<file path="src/rtl/host_rx_timeout_sched.sv">
// Ages host-RX buffer slots against the wrapping host RX timer and issues one expire request at a time.
// Optional expired-slot statistics counter is built when HRX_TIMEOUT_STAT_EN is defined.
module host_rx_timeout_sched #(
    parameter int SLOT_NUM  = 8,
    parameter int SLOT_W    = 3,
    parameter int TIMER_W   = 19,
    parameter int TIMER_MAX = 499999
) (
    input  logic               i_clk,
    input  logic               i_rst,
    input  logic [TIMER_W-1:0] iv_timer,
    input  logic [TIMER_W-1:0] iv_timeout_thresh,
    input  logic               i_alloc_wr,
    input  logic [SLOT_W-1:0]  iv_alloc_slot,
    input  logic               i_free_wr,
    input  logic [SLOT_W-1:0]  iv_free_slot,
    output logic               o_expire_req,
    output logic [SLOT_W-1:0]  ov_expire_slot,
    input  logic               i_expire_ack,
    output logic               o_alloc_err,
    output logic [SLOT_W:0]    ov_active_cnt,
    output logic [15:0]        ov_expire_cnt
);

    typedef enum logic {SCAN, REQ} state_t;

    localparam logic [TIMER_W:0] WRAP = (TIMER_W+1)'(TIMER_MAX + 1);
    localparam logic [SLOT_W-1:0] LAST = SLOT_W'(SLOT_NUM - 1);

    state_t                         state, state_nxt;
    logic [SLOT_NUM-1:0]            valid;
    logic [SLOT_NUM-1:0][TIMER_W-1:0] stamp;
    logic [SLOT_W-1:0]              ptr, ptr_nxt, slot_nxt;
    logic                           req_nxt;
    logic [TIMER_W-1:0]             cur_stamp;
    logic [TIMER_W:0]               elapsed;
    logic                           expired, collide, ack_fire;
    logic [SLOT_W:0]                cnt_nxt;

    // Modulo-(TIMER_MAX+1) age of the slot under the scan pointer.
    always_comb begin
        cur_stamp = stamp[ptr];
        if (iv_timer >= cur_stamp)
            elapsed = {1'b0, iv_timer} - {1'b0, cur_stamp};
        else
            elapsed = {1'b0, iv_timer} + WRAP - {1'b0, cur_stamp};
    end

    assign expired  = valid[ptr] && (|iv_timeout_thresh) && (elapsed >= {1'b0, iv_timeout_thresh});
    assign collide  = (i_free_wr && iv_free_slot == ptr) || (i_alloc_wr && iv_alloc_slot == ptr);
    assign ack_fire = (state == REQ) && i_expire_ack;

    // Slot table: alloc wins over the ack-clear, which wins over a normal free.
    always_ff @(posedge i_clk) begin
        if (i_rst) begin
            valid <= '0;
            stamp <= '0;
        end else begin
            for (int i = 0; i < SLOT_NUM; i++) begin
                if (i_alloc_wr && iv_alloc_slot == SLOT_W'(i)) begin
                    valid[i] <= 1'b1;
                    stamp[i] <= iv_timer;
                end else if (ack_fire && ov_expire_slot == SLOT_W'(i)) begin
                    valid[i] <= 1'b0;
                end else if (i_free_wr && iv_free_slot == SLOT_W'(i)) begin
                    valid[i] <= 1'b0;
                end
            end
        end
    end

    always_comb begin
        cnt_nxt = '0;
        for (int i = 0; i < SLOT_NUM; i++)
            cnt_nxt = cnt_nxt + (SLOT_W+1)'(valid[i]);
    end

    always_ff @(posedge i_clk) begin
        if (i_rst) begin
            ov_active_cnt <= '0;
            o_alloc_err   <= 1'b0;
        end else begin
            ov_active_cnt <= cnt_nxt;
            o_alloc_err   <= i_alloc_wr && valid[iv_alloc_slot];
        end
    end

    always_ff @(posedge i_clk) begin
        if (i_rst) begin
            state          <= SCAN;
            ptr            <= '0;
            o_expire_req   <= 1'b0;
            ov_expire_slot <= '0;
        end else begin
            state          <= state_nxt;
            ptr            <= ptr_nxt;
            o_expire_req   <= req_nxt;
            ov_expire_slot <= slot_nxt;
        end
    end

    // A slot touched by alloc/free in its scan cycle is skipped, not requested.
    always_comb begin
        state_nxt = state;
        ptr_nxt   = ptr;
        req_nxt   = o_expire_req;
        slot_nxt  = ov_expire_slot;
        case (state)
            SCAN: begin
                if (expired && !collide) begin
                    slot_nxt  = ptr;
                    req_nxt   = 1'b1;
                    state_nxt = REQ;
                end else begin
                    ptr_nxt = (ptr == LAST) ? '0 : ptr + 1'b1;
                end
            end
            REQ: begin
                if (i_expire_ack) begin
                    req_nxt   = 1'b0;
                    ptr_nxt   = (ov_expire_slot == LAST) ? '0 : ov_expire_slot + 1'b1;
                    state_nxt = SCAN;
                end
            end
            default: state_nxt = SCAN;
        endcase
    end

`ifdef HRX_TIMEOUT_STAT_EN
    always_ff @(posedge i_clk) begin
        if (i_rst)
            ov_expire_cnt <= '0;
        else if (ack_fire && ov_expire_cnt != 16'hFFFF)
            ov_expire_cnt <= ov_expire_cnt + 16'd1;
    end
`else
    assign ov_expire_cnt = 16'd0;
`endif

endmodule
</file>
<file path="config.mk">
export PLATFORM = sky130hd
export DESIGN_NAME = host_rx_timeout_sched
export DESIGN_NICKNAME = d
export VERILOG_FILES = /design/src/rtl/host_rx_timeout_sched.sv
export SDC_FILE = /design/constraint.sdc
export NUM_CORES = 1
export LEC_CHECK = 0
export CAP_MARGIN = 30
export CORE_UTILIZATION = 40
export DETAILED_ROUTE_END_ITERATION = 10
export PLACE_DENSITY_LB_ADDON = 0.05
export SYNTH_ARGS = -nofsm -noshare
export SYNTH_HDL_FRONTEND = slang
export SYNTH_SLANG_ARGS = --single-unit
</file>
<file path="constraint.sdc">
create_clock -name i_clk -period 6.2 [get_ports i_clk]
set_input_delay 1.24 -clock i_clk [delete_from_list [all_inputs] [get_ports i_clk]]
set_output_delay 1.24 -clock i_clk [all_outputs]
set_load 0.02 [all_outputs]
</file>
* Yosys cells after proc, flatten, opt, wreduce, memory -nomap -nowiden *
Index checks and enable logic that the tools add are counted.

word-level totals
  register bits after elaboration = 173
  input port bits = 49
  output and inout port bits = 25
  logic and storage cells = 156

cells by class
  $add $sub $neg = 12
  magnitude comparators = 4
  equal/unequal tests = 27
  mux-type cells = 42
  bitwise gates (word level) = 1
  reductions and logical operators = 48

operators with widths
  operator                                                                      count
  19-bit binary-select mux with 3-bit select                                    1
  3-bit == test, second input constant                                          13
  1-bit logical AND                                                             31
  1-bit two-way mux                                                             30
  3-bit nonzero test                                                            8
  19-bit by 19-bit adder with 20-bit output, second input constant              1
  20-bit by 19-bit >= comparator with 1-bit output                              1
  20-bit two-way mux                                                            1
  19-bit by 19-bit subtractor with 20-bit output                                1
  20-bit by 19-bit subtractor with 20-bit output                                1
  19-bit >= comparator                                                          1
  19-bit two-way mux                                                            1
  19-bit OR reduction                                                           1
  3-bit by 2-bit == test with 1-bit output, second input constant               6
  4-bit by 1-bit adder with 4-bit output                                        4
  3-bit two-way mux                                                             4
  3-bit by 1-bit == test with 1-bit output, second input constant               3
  3-bit logical NOT                                                             3
  3-bit by 4-bit less-than comparator with 1-bit output, second input constant  2
  3-bit by 1-bit adder with 3-bit output, second input constant                 2
  1-bit binary-select mux with 3-bit select                                     2
  3-bit == test                                                                 2
  2-bit inequality test, second input constant                                  3
  3-bit one-hot mux with 2 select lines                                         1
  8 further kinds                                                               11

* Logic depth before layout (Yosys ltp) *
  word-level depth = 9
  gate-level depth with buffers = 27
  gate-level depth less buffers = 24

* Worst setup path after synthesis *
Ideal clock, no wire load.

  path kind = register to register
  start = register ptr[1]
  end = register ptr[1]
  setup time = 141 ps
  data arrival time = 5585 ps
  data required time = 6059 ps
  setup slack = 473 ps
  cell stages (with the launch flop) = 26
  path buffers = 3
  clock period less this slack = 5727 ps
  cells stage by stage = dfxtp_1 -> clkbuf_1 -> buf_1 -> clkbuf_1 -> mux4_2 -> mux2_2 -> ha_1 -> inv_1 -> ha_1 -> inv_1 -> fa_1 -> o21bai_1 -> a221o_1 -> o21ai_1 -> o21ai_0 -> a21oi_1 -> o21bai_1 -> xnor2_1 -> mux2i_1 -> ha_1 -> a21o_1 -> a211o_1 -> a221o_1 -> a21oi_1 -> a21o_1 -> a221oi_2

between the ends
  longest elaborated chain between the ends = 9
  elaborated cells between the ends (all ways) = 25
  classes of those cells = 3 x add/sub; 2 x order compare; 4 x eq/ne; 8 x mux; 8 x reduce/logical

RTL lines
  what                                                                          line  text
  from (decl)                                                                   33    logic [SLOT_W-1:0] ptr, ptr_nxt, slot_nxt;
  from (signal assigned)                                                        96    ptr <= ptr_nxt;
  19-bit binary-select mux with 3-bit select                                    42    cur_stamp = stamp[ptr];
  19-bit two-way mux (implied by the code)                                      42
  20-bit by 19-bit subtractor with 20-bit output, or another cell as far along  46    elapsed = {1'b0, iv_timer} + WRAP - {1'b0, cur_stamp};
  20-bit two-way mux                                                            43    if (iv_timer >= cur_stamp)
  20-bit by 19-bit >= comparator with 1-bit output                              49    assign expired = valid[ptr] && (|iv_timeout_thresh) && (elapsed >= {1'b0, iv_timeout_thresh});
  1-bit logical AND                                                             49
  1-bit logical AND                                                             110   if (expired && !collide) begin
  2-bit inequality test (no line)                                               n/a
  2-bit AND reduction (no line)                                                 n/a

Parallel ways exist; a longest one is shown, timed or not. The select of a mux whose other input is x is not followed.
A chain may end at the register's enable or synchronous reset.

* Worst setup path after layout *
  start = register ptr[1]
  end = register ptr[2]

Same word-level chain as after synthesis.

==> flow_metrics.tcl <==
set metrics [dict create \
    swShare_pct 34.2 \
    antenna_cells 0 \
    grt_pass1_vias 9137 \
    start_util_pct 41.2 \
    ys_types 69 \
    maxSlewViolCount 0 \
    worst_hold_slack_ns 0.453 \
    clk_latency_ns 0.43 \
    drv_cap 0 \
    seqPwrFrac_pct 36.4 \
    synth.largest_area_cell "dfxtp_1" \
    cts_buffers 17 \
    critPathRequiredTime_ns 6.55 \
    synth_top_family_by_area "simple AND/OR/NAND/NOR gates" \
    crit_start "ptr[1]" \
    p_sw_mw 1.10 \
    netlist_instances 1333 \
    synth_top_area_share_pct 31.9 \
    ys.flop_type "dfxtp_1" \
    yosys.area_share.simple_pct 18.7 \
    async_reset_ff_share_pct 0 \
    synth-adder-area-share_pct 11.6 \
    clockRootBuffer "clkbuf_16" \
    min_from "stamp[19]" \
    r2r-start "ptr[1]" \
    core-area_um2 26400 \
    power_density_nw_per_um2 257 \
    min_path_type "register to register" \
    place.port_buffers 57 \
    tightest_slew_ns 0.931 \
    synth_commonest_cells "nand2_1 (344), a21oi_1 (188), dfxtp_1 (173)" \
    cp.arrival_ns 6.05 \
    place.gp.congestion 0.823 \
    crit_type "register to register" \
    dieArea_um2 27800 \
    yosysWarnings 0 \
    grt_overflow 0 \
    clk_path_buf_depth 2 \
    nFillCells 2628 \
    first_iter_violations 755 \
    start_kind "register" \
    cts_tree "yes" \
    vias 9245 \
    final_net_count 1513 \
    postCtsHoldBufs 0 \
    rows 59 \
    cts_max_level 4 \
    cp-end-kind "register" \
    cts_sinks 173 \
    avgSynthCellArea_um2 8.14 \
    synth_mux_area_share_pct 11.0 \
    ant_nets 0 \
    finalSetupViolations 0 \
    fin_skew_ns 0.0142 \
    grtUsageTotal_pct 23.7 \
    dieHeight_um 167 \
    leakage_nw 4.79 \
    seq_area_frac_synth_pct 31.9 \
    setup_tns_ns 0 \
    rsz0062_at_grt "no" \
    grt_pass1_wl_mm 50.9 \
    synth-compound-area-share_pct 16.5 \
    comb_power_share_pct 30.9 \
    drive_gt1_share_pct 10.5 \
    timing.fmax_mhz 175 \
    period_share_pct 91.9 \
    clkTransAtPathRegs_ns 0.08 \
    utilization_pct 47.5 \
    drtPass1Iterations 7 \
    synth.most_common_cell "nand2_1" \
    pin_count 74 \
    synth-xor-area-share_pct 2.91 \
    wl_mm 32.1 \
    total_power_mw 3.22 \
    cp_max_fo 28 \
    post_cts_buffers 0 \
    fin_crit_ns 5.70 \
    hpwl_mm 22.1 \
    drc 0 \
    p_int_mw 2.12 \
    grt_max_degree 83 \
    synth_area_um2 10900 \
    cts-resized-gates 0 \
    synth-seq-cells 173 \
    finalHoldViolations 0 \
    status "completed" \
    avgRoutedWirePerCell_um 18.6 \
    synthTopCellsByArea "dfxtp_1 (32%), nand2_1 (12%), mux4_2 (8.7%)" \
    viasPerCell 5.37 \
    synth_enable_flop_cells 0 \
    antenna_found_initial 0 \
    ir_drop_uv 162 \
    max_slew_margin_pct 38.0 \
    die_w_um 167 \
    clock_power_share_pct 32.6 \
    syn_to_final_growth_pct 15.5 \
]
## flip-flops by register name (all words and copies together), names as in the netlist
| signal | flops |
|---|---|
| valid | 8 |
| state | 1 |
| o_alloc_err | 1 |
| ov_expire_slot | 3 |
| ptr | 3 |
| stamp | 152 |
| o_expire_req | 1 |
| ov_active_cnt | 4 |
## path summary, 6_finish.rpt
path | end | slack (ns) | cells past startpoint
worst max-delay path | ptr[2] | 0.50 | 20
worst min-delay path | stamp[19] | 0.45 | 2
worst max register to register | ptr[2] | 0.50 | 20
worst min register to register | stamp[19] | 0.45 | 2
## cell families (layout without fill, tap and decap cells)
| logic type | Yosys count | in the layout |
|---|---|---|
| DFF | 173 | 173 |
| xor gates and xnor gates | 36 | 36 |
| other | 1 | 16 |
| AOI/OAI and AO/OA | 297 | 297 |
| and+or+nand+nor | 475 | 475 |
| adders and majority gates | 90 | 90 |
| muxes | 67 | 67 |
| buffers and inverters | 194 | 233 |
## final cells by class
type                       count  area (um^2)  share of cell area [%]
inverter                      90          338                    2.70
timing repair buffer         111         1080                    8.65
tap                          335          419                    3.35
clock buffer                  19          443                    3.54
multi-input combinational    981         6660                    53.1
clock inverter                13          125                   0.999
sequential                   173         3470                    27.7
## metrics by stage
| stage | area [um^2] | setup slack [ns] | std cells |
|---|---|---|---|
| after floorplan | 10900 | 0.473 | 1348 |
| after global placement | 11900 | 0.277 | 1687 |
| after detailed placement | 12000 | 0.199 | 1690 |
| after CTS | 12500 | 0.496 | 1722 |
| after global routing | 12500 | 0.147 | 1722 |
| final | 12500 | 0.499 | 1722 |
## cell usage in the layout, fill, tap and decap left out, drive strengths merged, types with 4 or more instances in the layout
cell / n
nand2: 344
a21oi: 188
dfxtp: 173
inv: 96
ha: 73
clkdlybuf4s50: 56
buf: 55
mux4: 42
nor2: 35
o21ai: 34
xnor2: 24
mux2i: 23
nand3: 21
clkbuf: 19
fa: 17
conb: 16
nand2b: 15
nor2b: 12
xor2: 12
a21o: 11
nand4: 7
o211ai: 7
nor3: 7
o21a: 6
nor4: 6
a31oi: 6
nor3b: 6
and2: 5
nand3b: 5
a221oi: 5
o31ai: 4
clkinv: 4
a211oi: 4
## critical path, cell delays in order, from the launching register on
cell and delay, ns:
dfxtp_2 0.34, buf_12 0.22, buf_12 0.22, mux4_2 0.52, mux2i_1 0.33, ha_1 0.26, inv_1 0.06, fa_1 0.54
nor4_1 0.46, nand3b_1 0.13, nor3_1 0.29, nor3_1 0.10, o31ai_1 0.30, ha_1 0.31, a21o_1 0.16, a211o_1 0.28
a221o_1 0.34, a21oi_1 0.13, buf_4 0.17, nand3_2 0.13, a221oi_2 0.28
## power by group through the flow
stage	logic (mW)	registers, mW	clock network (mW)
5_1_grt	1.10	1.18	1.12
4_1_cts	1.01	1.17	1.08
6_report	0.996	1.17	1.05
2_1_floorplan	0.701	1.19	0
3_5_place_dp	1.00	1.20	0
3_3_place_gp	0.998	1.20	0
## layer usage
| metal | global-route usage [%] | wire [um] | part of all wire, % |
|---|---|---|---|
| met2 | 39.7 | 15200 | 47 |
| met4 | 5.27 | 382 | 1.2 |
| met3 | 3.52 | 1420 | 4.4 |
| met1 | 32.0 | 15100 | 47 |
| met5 | 0 | 0 | 0 |
No activity file was read; power rests on OpenSTA's default activity.
